### config.mk
export PLATFORM = sky130hd
export DESIGN_NAME = register_write_arbiter
export DESIGN_NICKNAME = d
export VERILOG_FILES = /design/src/rtl/register_write_arbiter.sv
export SDC_FILE = /design/constraint.sdc
export NUM_CORES = 1
export LEC_CHECK = 0
export BUFFER_PORTS_ARGS = -buffer_cell sky130_fd_sc_hd__buf_2
export CAP_MARGIN = 10
export CORE_ASPECT_RATIO = 1.25
export CORE_MARGIN = 3
export CORE_UTILIZATION = 50
export CTS_BUF_LIST = sky130_fd_sc_hd__clkbuf_8
export DETAILED_ROUTE_END_ITERATION = 12
export PLACE_DENSITY = 0.92
export SYNTH_ARGS = -nofsm -noshare
export SYNTH_HDL_FRONTEND = slang
export SYNTH_SLANG_ARGS = --single-unit
### constraint.sdc
create_clock -name clk -period 3.3 [get_ports clk]
set_input_delay 0.165 -clock clk [delete_from_list [all_inputs] [get_ports clk]]
set_output_delay 0.165 -clock clk [all_outputs]
set_load 0.01 [all_outputs]
### src/rtl/register_write_arbiter.sv
`default_nettype none
// ============================================================================
// Module      : register_write_arbiter
// Description : Round-robin arbiter that shares the write port of a register
//               bank between NUM_REQ requesters. The winning write is
//               registered for one cycle, then presented as a one-hot write
//               enable plus shared write data.
// Ports       : clk        - clock, all state on the rising edge
//               reset_n    - asynchronous active-low reset
//               hold       - 1 = issue no new grants this cycle
//               req_valid  - per-requester write request
//               req_addr   - packed addresses, requester i at [i*ADDR_W +: ADDR_W]
//               req_data   - packed data, requester i at [i*WIDTH +: WIDTH]
//               req_ready  - one-hot grant (combinational)
//               reg_we     - one-hot register write enable
//               reg_wdata  - register write data
//               grant_id   - requester index of the write on reg_we / addr_err
//               addr_err   - pulse: granted address out of range, write dropped
// Revision    : 1.0 - initial release
// ============================================================================
module register_write_arbiter #(
    parameter int NUM_REQ  = 4,
    parameter int NUM_REGS = 8,
    parameter int WIDTH    = 4,
    parameter int ADDR_W   = $clog2(NUM_REGS)
) (
    input  logic                         clk,
    input  logic                         reset_n,
    input  logic                         hold,
    input  logic [NUM_REQ-1:0]           req_valid,
    input  logic [NUM_REQ*ADDR_W-1:0]    req_addr,
    input  logic [NUM_REQ*WIDTH-1:0]     req_data,
    output logic [NUM_REQ-1:0]           req_ready,
    output logic [NUM_REGS-1:0]          reg_we,
    output logic [WIDTH-1:0]             reg_wdata,
    output logic [$clog2(NUM_REQ)-1:0]   grant_id,
    output logic                         addr_err
);

    localparam int                 c_ID_W = $clog2(NUM_REQ);
    localparam logic [c_ID_W-1:0]  c_LAST = c_ID_W'(NUM_REQ - 1);
    localparam logic [ADDR_W:0]    c_REGS = (ADDR_W + 1)'(NUM_REGS);

    logic [c_ID_W-1:0]   r_ptr;
    logic                w_found;
    logic [c_ID_W-1:0]   w_gnt_idx;
    logic [c_ID_W-1:0]   w_scan_id;
    int                  w_scan;
    logic                w_grant;
    logic [ADDR_W-1:0]   w_gnt_addr;
    logic [WIDTH-1:0]    w_gnt_data;
    logic                w_addr_ok;
    logic [NUM_REGS-1:0] w_we_dec;
    logic [c_ID_W-1:0]   w_ptr_nxt;

    // Scan from the round-robin pointer upward, wrapping modulo NUM_REQ.
    // The modulo is done with an explicit subtract so a non-power-of-2
    // requester count still wraps correctly.
    always_comb begin
        w_found   = 1'b0;
        w_gnt_idx = '0;
        w_scan    = 0;
        w_scan_id = '0;
        for (int k = 0; k < NUM_REQ; k++) begin
            w_scan = int'(r_ptr) + k;
            if (w_scan >= NUM_REQ) begin
                w_scan = w_scan - NUM_REQ;
            end
            w_scan_id = c_ID_W'(w_scan);
            if (!w_found && req_valid[w_scan_id]) begin
                w_found   = 1'b1;
                w_gnt_idx = w_scan_id;
            end
        end
    end

    // Gating with reset_n keeps every ready low while reset is asserted.
    assign w_grant = w_found & ~hold & reset_n;

    always_comb begin
        req_ready = '0;
        if (w_grant) begin
            req_ready[w_gnt_idx] = 1'b1;
        end
    end

    assign w_gnt_addr = req_addr[w_gnt_idx*ADDR_W +: ADDR_W];
    assign w_gnt_data = req_data[w_gnt_idx*WIDTH +: WIDTH];

    // Compare one bit wider so NUM_REGS equal to 2**ADDR_W stays representable.
    assign w_addr_ok  = ({1'b0, w_gnt_addr} < c_REGS);

    always_comb begin
        w_we_dec = '0;
        for (int r = 0; r < NUM_REGS; r++) begin
            w_we_dec[r] = (w_gnt_addr == ADDR_W'(r));
        end
    end

    assign w_ptr_nxt = (w_gnt_idx == c_LAST) ? '0 : w_gnt_idx + 1'b1;

    // Pipeline stage: a grant in cycle N appears on the bank port in N+1.
    // Without a grant the enables drop while data and id hold their value.
    always_ff @(posedge clk or negedge reset_n) begin
        if (!reset_n) begin
            r_ptr     <= '0;
            reg_we    <= '0;
            reg_wdata <= '0;
            grant_id  <= '0;
            addr_err  <= 1'b0;
        end else if (w_grant) begin
            r_ptr     <= w_ptr_nxt;
            reg_we    <= w_addr_ok ? w_we_dec : '0;
            addr_err  <= ~w_addr_ok;
            reg_wdata <= w_gnt_data;
            grant_id  <= w_gnt_idx;
        end else begin
            reg_we    <= '0;
            addr_err  <= 1'b0;
        end
    end

endmodule
`default_nettype wire

# Yosys cells after proc, flatten, opt, wreduce, memory -nomap -nowiden
# Index checks and enable logic that the tools add are counted.
op_classes:
  addsub: 8
  mul: 1
  order_cmp: 10
  n_eq_ne: 8
  n_shift: 2
  mux: 25
  bitwise: 3
  reduce_logical: 8
op_table:
  columns: ["op", "count"]
  rows:
  - ["2-bit two-way mux", 9]
  - ["16-bit by 5-bit variable part select with 4-bit output", 1]
  - ["2-bit by 3-bit less-than comparator with 1-bit output, second input constant", 5]
  - ["3-bit equality test, second input constant", 4]
  - ["12-bit by 5-bit variable part select with 3-bit output", 1]
  - ["3-bit greater-or-equal comparator, second input constant", 3]
  - ["1-bit two-way mux", 9]
  - ["1-bit binary-select mux with 2-bit select", 4]
  - ["8-bit two-way mux", 1]
  - ["2-bit by 1-bit subtractor with 2-bit output, second input constant", 4]
  - ["2-bit by 2-bit adder with 3-bit output, second input constant", 2]
  - ["3-bit by 2-bit equality test with 1-bit output, second input constant", 2]
  - ["1-bit logical AND", 4]
  - ["2-bit by 2-bit multiplier with 4-bit output, second input constant", 1]
  - ["4-bit two-way mux", 1]
  - ["2-bit by 1-bit adder with 3-bit output, second input constant", 1]
  - ["3-bit by 1-bit equality test with 1-bit output, second input constant", 1]
  - ["2-bit by 3-bit greater-or-equal comparator with 1-bit output, second input constant", 1]
  - ["1-bit zero test", 3]
  - ["3-bit zero test", 1]
  - ["2-bit by 1-bit adder with 2-bit output, second input constant", 1]
  - ["1-bit AND", 2]
  - ["1-bit demux with 2-bit select", 1]
  - ["2-bit equality test, second input constant", 1]
  - ["2 further kinds", 2]
word_totals:
  ff_bits: 16
  inputBits: 35
  out_inout_bits: 19
  word_cells: 69

# Depth between registers and ports, before layout
depth:
  word_depth: 19
  ltp_mapped: 9
  ltp_nobuf: 7

# Least setup slack after synthesis
# Ideal clock, no wire load.
synth_timing:
  path_kind: "register -> register"
  startpoint: "register r_ptr[1]"
  endpoint: "register reg_we[6]"
  setup_time_ps: 80
  arrival_ps: 1662
  required_ps: 3220
  path_slack_ps: 1558
  path_stages_with_launch: 10
  path_buffers: 2
  period_less_slack_ps: 1742
  cell_sequence: "dfrtp_1 > buf_6 > mux2i_1 > o2bb2ai_2 > nor2_4 > inv_6 > buf_12 > mux2i_1 > mux2_4 > nor3_2"
synth_between:
  elab_chain_len: 18
  word_cells_on_any_way: 43
  classes_between: "7 x add/sub; 1 x mul; 4 x order compare; 1 x eq/ne; 1 x shift; 21 x mux; 2 x bitwise; 6 x reduce/logical"
synth_lines:
  columns: ["item", "line", "text"]
  rows:
  - ["start: declaration", "44", "logic [c_ID_W-1:0] r_ptr;"]
  - ["start signal: assignment", "112", "r_ptr <= w_ptr_nxt;"]
  - ["parallel branches: the longest is 13 deep, another holds 2-bit by 1-bit adder with 3-bit output", null, null]
  - ["2-bit two-way mux (*)", "70", "if (!w_found && req_valid[w_scan_id]) begin"]
  - ["named net w_gnt_idx[0]", "46", "logic [c_ID_W-1:0] w_gnt_idx;"]
  - ["2-bit by 2-bit multiplier with 4-bit output (*)", "87", "assign w_gnt_addr = req_addr[w_gnt_idx*ADDR_W +: ADDR_W];"]
  - ["12-bit by 5-bit variable part select with 3-bit output (*)", "87", null]
  - ["3-bit equality test (*)", "96", "w_we_dec[r] = (w_gnt_addr == ADDR_W'(r));"]
  - ["8-bit two-way mux (*)", "111", "end else if (w_grant) begin"]
  - ["end signal: assignment", "113", "reg_we <= w_addr_ok ? w_we_dec : '0;"]
  - ["end: declaration", "34", "output logic [NUM_REGS-1:0] reg_we,"]
# Mark *: on every way through the listed nets, which the timed path passes. The select of a mux whose other input is x is not followed.
# A chain may end at the register's enable or synchronous reset.

# Worst setup path after layout
layout_timing:
  startpoint: "register r_ptr[0]"
  endpoint: "output port req_ready[3]"
layout_between:
  elab_chain_len: 19
  word_cells_on_any_way: 45
  classes_between: "7 x add/sub; 6 x order compare; 23 x mux; 2 x bitwise; 7 x reduce/logical"
layout_lines:
  columns: ["item", "line", "text"]
  rows:
  - ["parallel branches: the longest is 13 deep, another holds 2-bit by 1-bit adder with 3-bit output", null, null]
  - ["2-bit two-way mux (*)", "70", null]
  - ["named net w_gnt_idx[1]", "46", null]
  - ["2-bit by 3-bit less-than comparator with 1-bit output (not written as such) / 2-bit by 1-bit greater-or-equal comparator with 1-bit output (equally long branches)", "83", "req_ready[w_gnt_idx] = 1'b1;"]
  - ["1-bit logical AND (not written as such)", "83", null]
  - ["1-bit two-way mux (not written as such)", "83", null]
  - ["1-bit demux with 2-bit select (*)", "83", null]
  - ["4-bit two-way mux (*)", "82", "if (w_grant) begin"]
  - ["end: declaration", "33", "output logic [NUM_REQ-1:0] req_ready,"]
# Marks and branches as above.

==> metrics.md <==
| Metric | Value |
|---|---|
| Status | `finished clean` |
| Syn-to-layout area delta | `28.47%` |
| Vias in the first global route | `approximately 1000` |
| Largest net degree at the start of global routing | `19` |
| Reg2Reg Setup Slack | `around 1.2 ns` |
| Yosys top cell by area | `dfrtp_1` |
| CP required | `between 3 and 4 ns` |
| Setup TNS | `0 ns` |
| Post-Syn Area | `roughly 0.0010 mm²` |
| Clock buffer depth | `2` |
| Crit end category | `output port` |
| Sequential cell area fraction in the yosys report | `approximately two fifths` |
| Most frequent cell after synthesis | `nand2_1` |
| Final setup vio count | `0` |
| WL/cell | `15.18 µm` |
| Ports | `54` |
| Via count | `around 1000` |
| Max stage delay cell, worst path | `dfrtp_1` |
| Primary FF master, synth | `dfrtp_1` |
| Reg2Reg Depth | `7` |
| Design Power | `between 800 and 900 µW` |
| Final worst path period need | `2.127 ns` |
| Power Dens Cells | `~620 mW/mm²` |
| Crit-path max cell delay | `0.43 ns` |
| H-tree depth | `1` |
| Crit-path max FO | `10` |
| Unrepaired setup endpoints after global routing | `false` |
| Gate Count Post-Synth | `just over 100` |
| Non-filler instance count after layout | `between 150 and 200` |
| Remaining global-route overflow | `0` |
| CP cell instances | `nand2b_1, o22ai_1, a211o_1, inv_1, ha_1, and2_1, buf_2` |
| Synth unique cells | `34` |
| # diodes | `0` |
| Final #Nets | `slightly below 200` |
| Global-route wire length before repair | `between 4 and 5 mm` |
| DRC violations left | `0` |
| Fin Clk Skew | `approximately 0.0018 ns` |
| Final hold vios | `0` |
| Number of synthesized register bits | `16` |
| Hold Path Sink | `reg_wdata[3]` |
| Critical path type | `reg2out` |
| Reg power frac | `approximately a third` |
| Top cells by count, synth | `nand2_1 (19), dfrtp_1 (16), mux2i_1 (15)` |
| CP Launch Type | `flop` |
| Fmax | `~0.47 GHz` |
| Total track usage | `a little over a fifth` |
| Clock Tree Root | `clkbuf_8` |
| Core area | `~0.0019 mm²` |
| Worst Hold Launch | `req_data[7]` |
| MaxCap Viol Count | `0` |
| Placer Congestion | `approximately 0.75` |
| Reg2reg start | `r_ptr[1]` |
| Hold path depth | `3` |
| Synth area leaders | `dfrtp_1 (39%), mux2i_1 (14%), nand2_1 (6.9%)` |
| Tcrit/Tclk final | `~64%` |
| CTS tree | `done` |
| Num rows | `17` |
| Internal power | `a little over 500 µW` |
| Die area | `0.002661 mm²` |
| Top cell type's share of synthesized area | `38.60%` |
| Avg Cell Area, Syn | `10.17 µm²` |
| Combinational power share | `between 40 and 50%` |
| DIE WIDTH | `46.74 µm` |
| DRT antenna net count | `0` |
| Worst reg2reg endpoint | `reg_we[4]` |
| Routed WL | `2.627 mm` |
| Initial Utilization | `between 50% and 60%` |
| Initial DRC count | `11` |
| Hold WS | `about 0.24 ns` |
| Slew Limit Fails | `0` |
| Clock power share | `roughly a fifth` |
| Layout cells sized above 1 | `~42%` |
| Critical Path AT | `about 2.0 ns` |
| Worst-Skew Late Latency | `between 0.2 and 0.3 ns` |
| Die Ht | `56.93 µm` |
| Share of flip-flops with an asynchronous set or reset | `100.0%` |
| PortBufs | `between 50 and 60` |
| Hold crit path type | `in2reg` |
| Syn Nets | `roughly 140` |
| Count of flip-flops with a built-in enable after synthesis | `0` |
| # Post-CTS Setup Buffers | `0` |
| Synth warn | `0` |
| Peak supply drop | `0.0004355 V` |
| Clock sink count | `16` |
| Switch share | `38.44%` |
| Lkg Pwr | `0.0007603 µW` |
| Antenna violations before repair | `0` |
| DP HPWL | `a little over 2 mm` |
| Post-Place Cells | `approximately 170` |
| Drt pass-1 iters | `4` |
| Worst-path clk slew | `around 0.060 ns` |
| CTS buffer count | `3` |
| Switching power | `between 300 and 400 µW` |
| Drt via density | `~5.6` |
==> power by group through the flow <==
stage                     Clock (µW)  Combinational [µW]  Sequential, µW
after global placement             0                 364             274
after detailed placement           0                 380             278
after floorplan                    0                 296             285
after global routing             184                 422             280
after CTS                        178                 385             274
final                            175                 381             275
==> metal layers <==
layer	track usage [%]	vias up	part of all wire, %
met2	36.22	36	53
met5	0	-	0
li1	-	462	-
met1	26.96	467	39
met4	9.486	0	2.2
met3	4.167	6	5.1
==> area by class of cell <==
class,count,area (µm²)
repair buffers,53,270.3
inverters,3,16.27
clock buffers,4,55.05
fillers,148,539.3
multi-input cells,78,566.8
flip-flops and latches,16,400.4
well taps,19,23.77
==> kinds of logic (layout without fill, tap and decap cells) <==
family / count (synthesis) / in the layout / share of synthesized area, %
AND/OR/NAND/NOR: 42 / 42 / 21.47
multiplexers: 17 / 17 / 17.01
flip-flops: 16 / 16 / 38.60
AO/OA/AOI/OAI: 14 / 14 / 10.98
buffers and inverters: 8 / 60 / 6.755
adder cells (fa/ha/maj): 4 / 4 / 4.825
other: 1 / 1 / 0.3615
==> flip-flops by register name, indices dropped and copies added (netlist names) <==
register / cells
grant_id: 2
r_ptr: 2
reg_wdata: 4
reg_we: 8
==> worst max path at each step <==
stage	from	endpoint	slack [ns]	cells after the start
after global routing	r_ptr[0]	req_ready[3]	1.02	7
after CTS	r_ptr[0]	req_ready[3]	1.16	7
after global placement	r_ptr[1]	reg_we[4]	1.39	7
after detailed placement	r_ptr[1]	reg_we[5]	1.32	7
after floorplan	r_ptr[1]	reg_we[6]	1.56	9
final	r_ptr[0]	req_ready[3]	1.17	7
==> through the flow <==
step	worst slack, ns	instance area [µm²]	util, %
detailed placement	1.320	1267	67.71
floorplan	1.558	1037	-
global placement	1.394	1267	67.71
finish	1.173	1333	71.19
CTS	1.160	1333	71.19
global route	1.021	1333	71.19
==> layout by cell type, fill, tap and decap left out, drive strengths merged <==
cell type	n
a211o	1
a211oi	1
a21oi	2
and2	4
and3b	1
buf	52
clkbuf	4
conb	1
dfrtp	16
dlygate4sd3	1
ha	4
inv	3
mux2	2
mux2i	15
nand2	19
nand2b	3
nand3b	1
nor2	4
nor3	8
nor3b	1
o211a	1
o21ai	2
o221ai	4
o22ai	1
o2bb2ai	1
o31ai	1
or3	1
==> worst max-delay path, delay by kind of cell, from the launching register on <==
| family | cells | cell delay, ns |
|---|---|---|
| AO/OA/AOI/OAI | 2 | 0.48 |
| flip-flops | 1 | 0.43 |
| adder cells (fa/ha/maj) | 1 | 0.23 |
| AND/OR/NAND/NOR | 2 | 0.30 |
| buffers and inverters | 2 | 0.27 |
==> repair_timing <==
item                       CTS  global route
setup endpoints to repair    0             0
resized for setup            0             0
hold endpoints to repair    16             0
hold buffers                 1             0
Power figures use the tool's default switching activity.
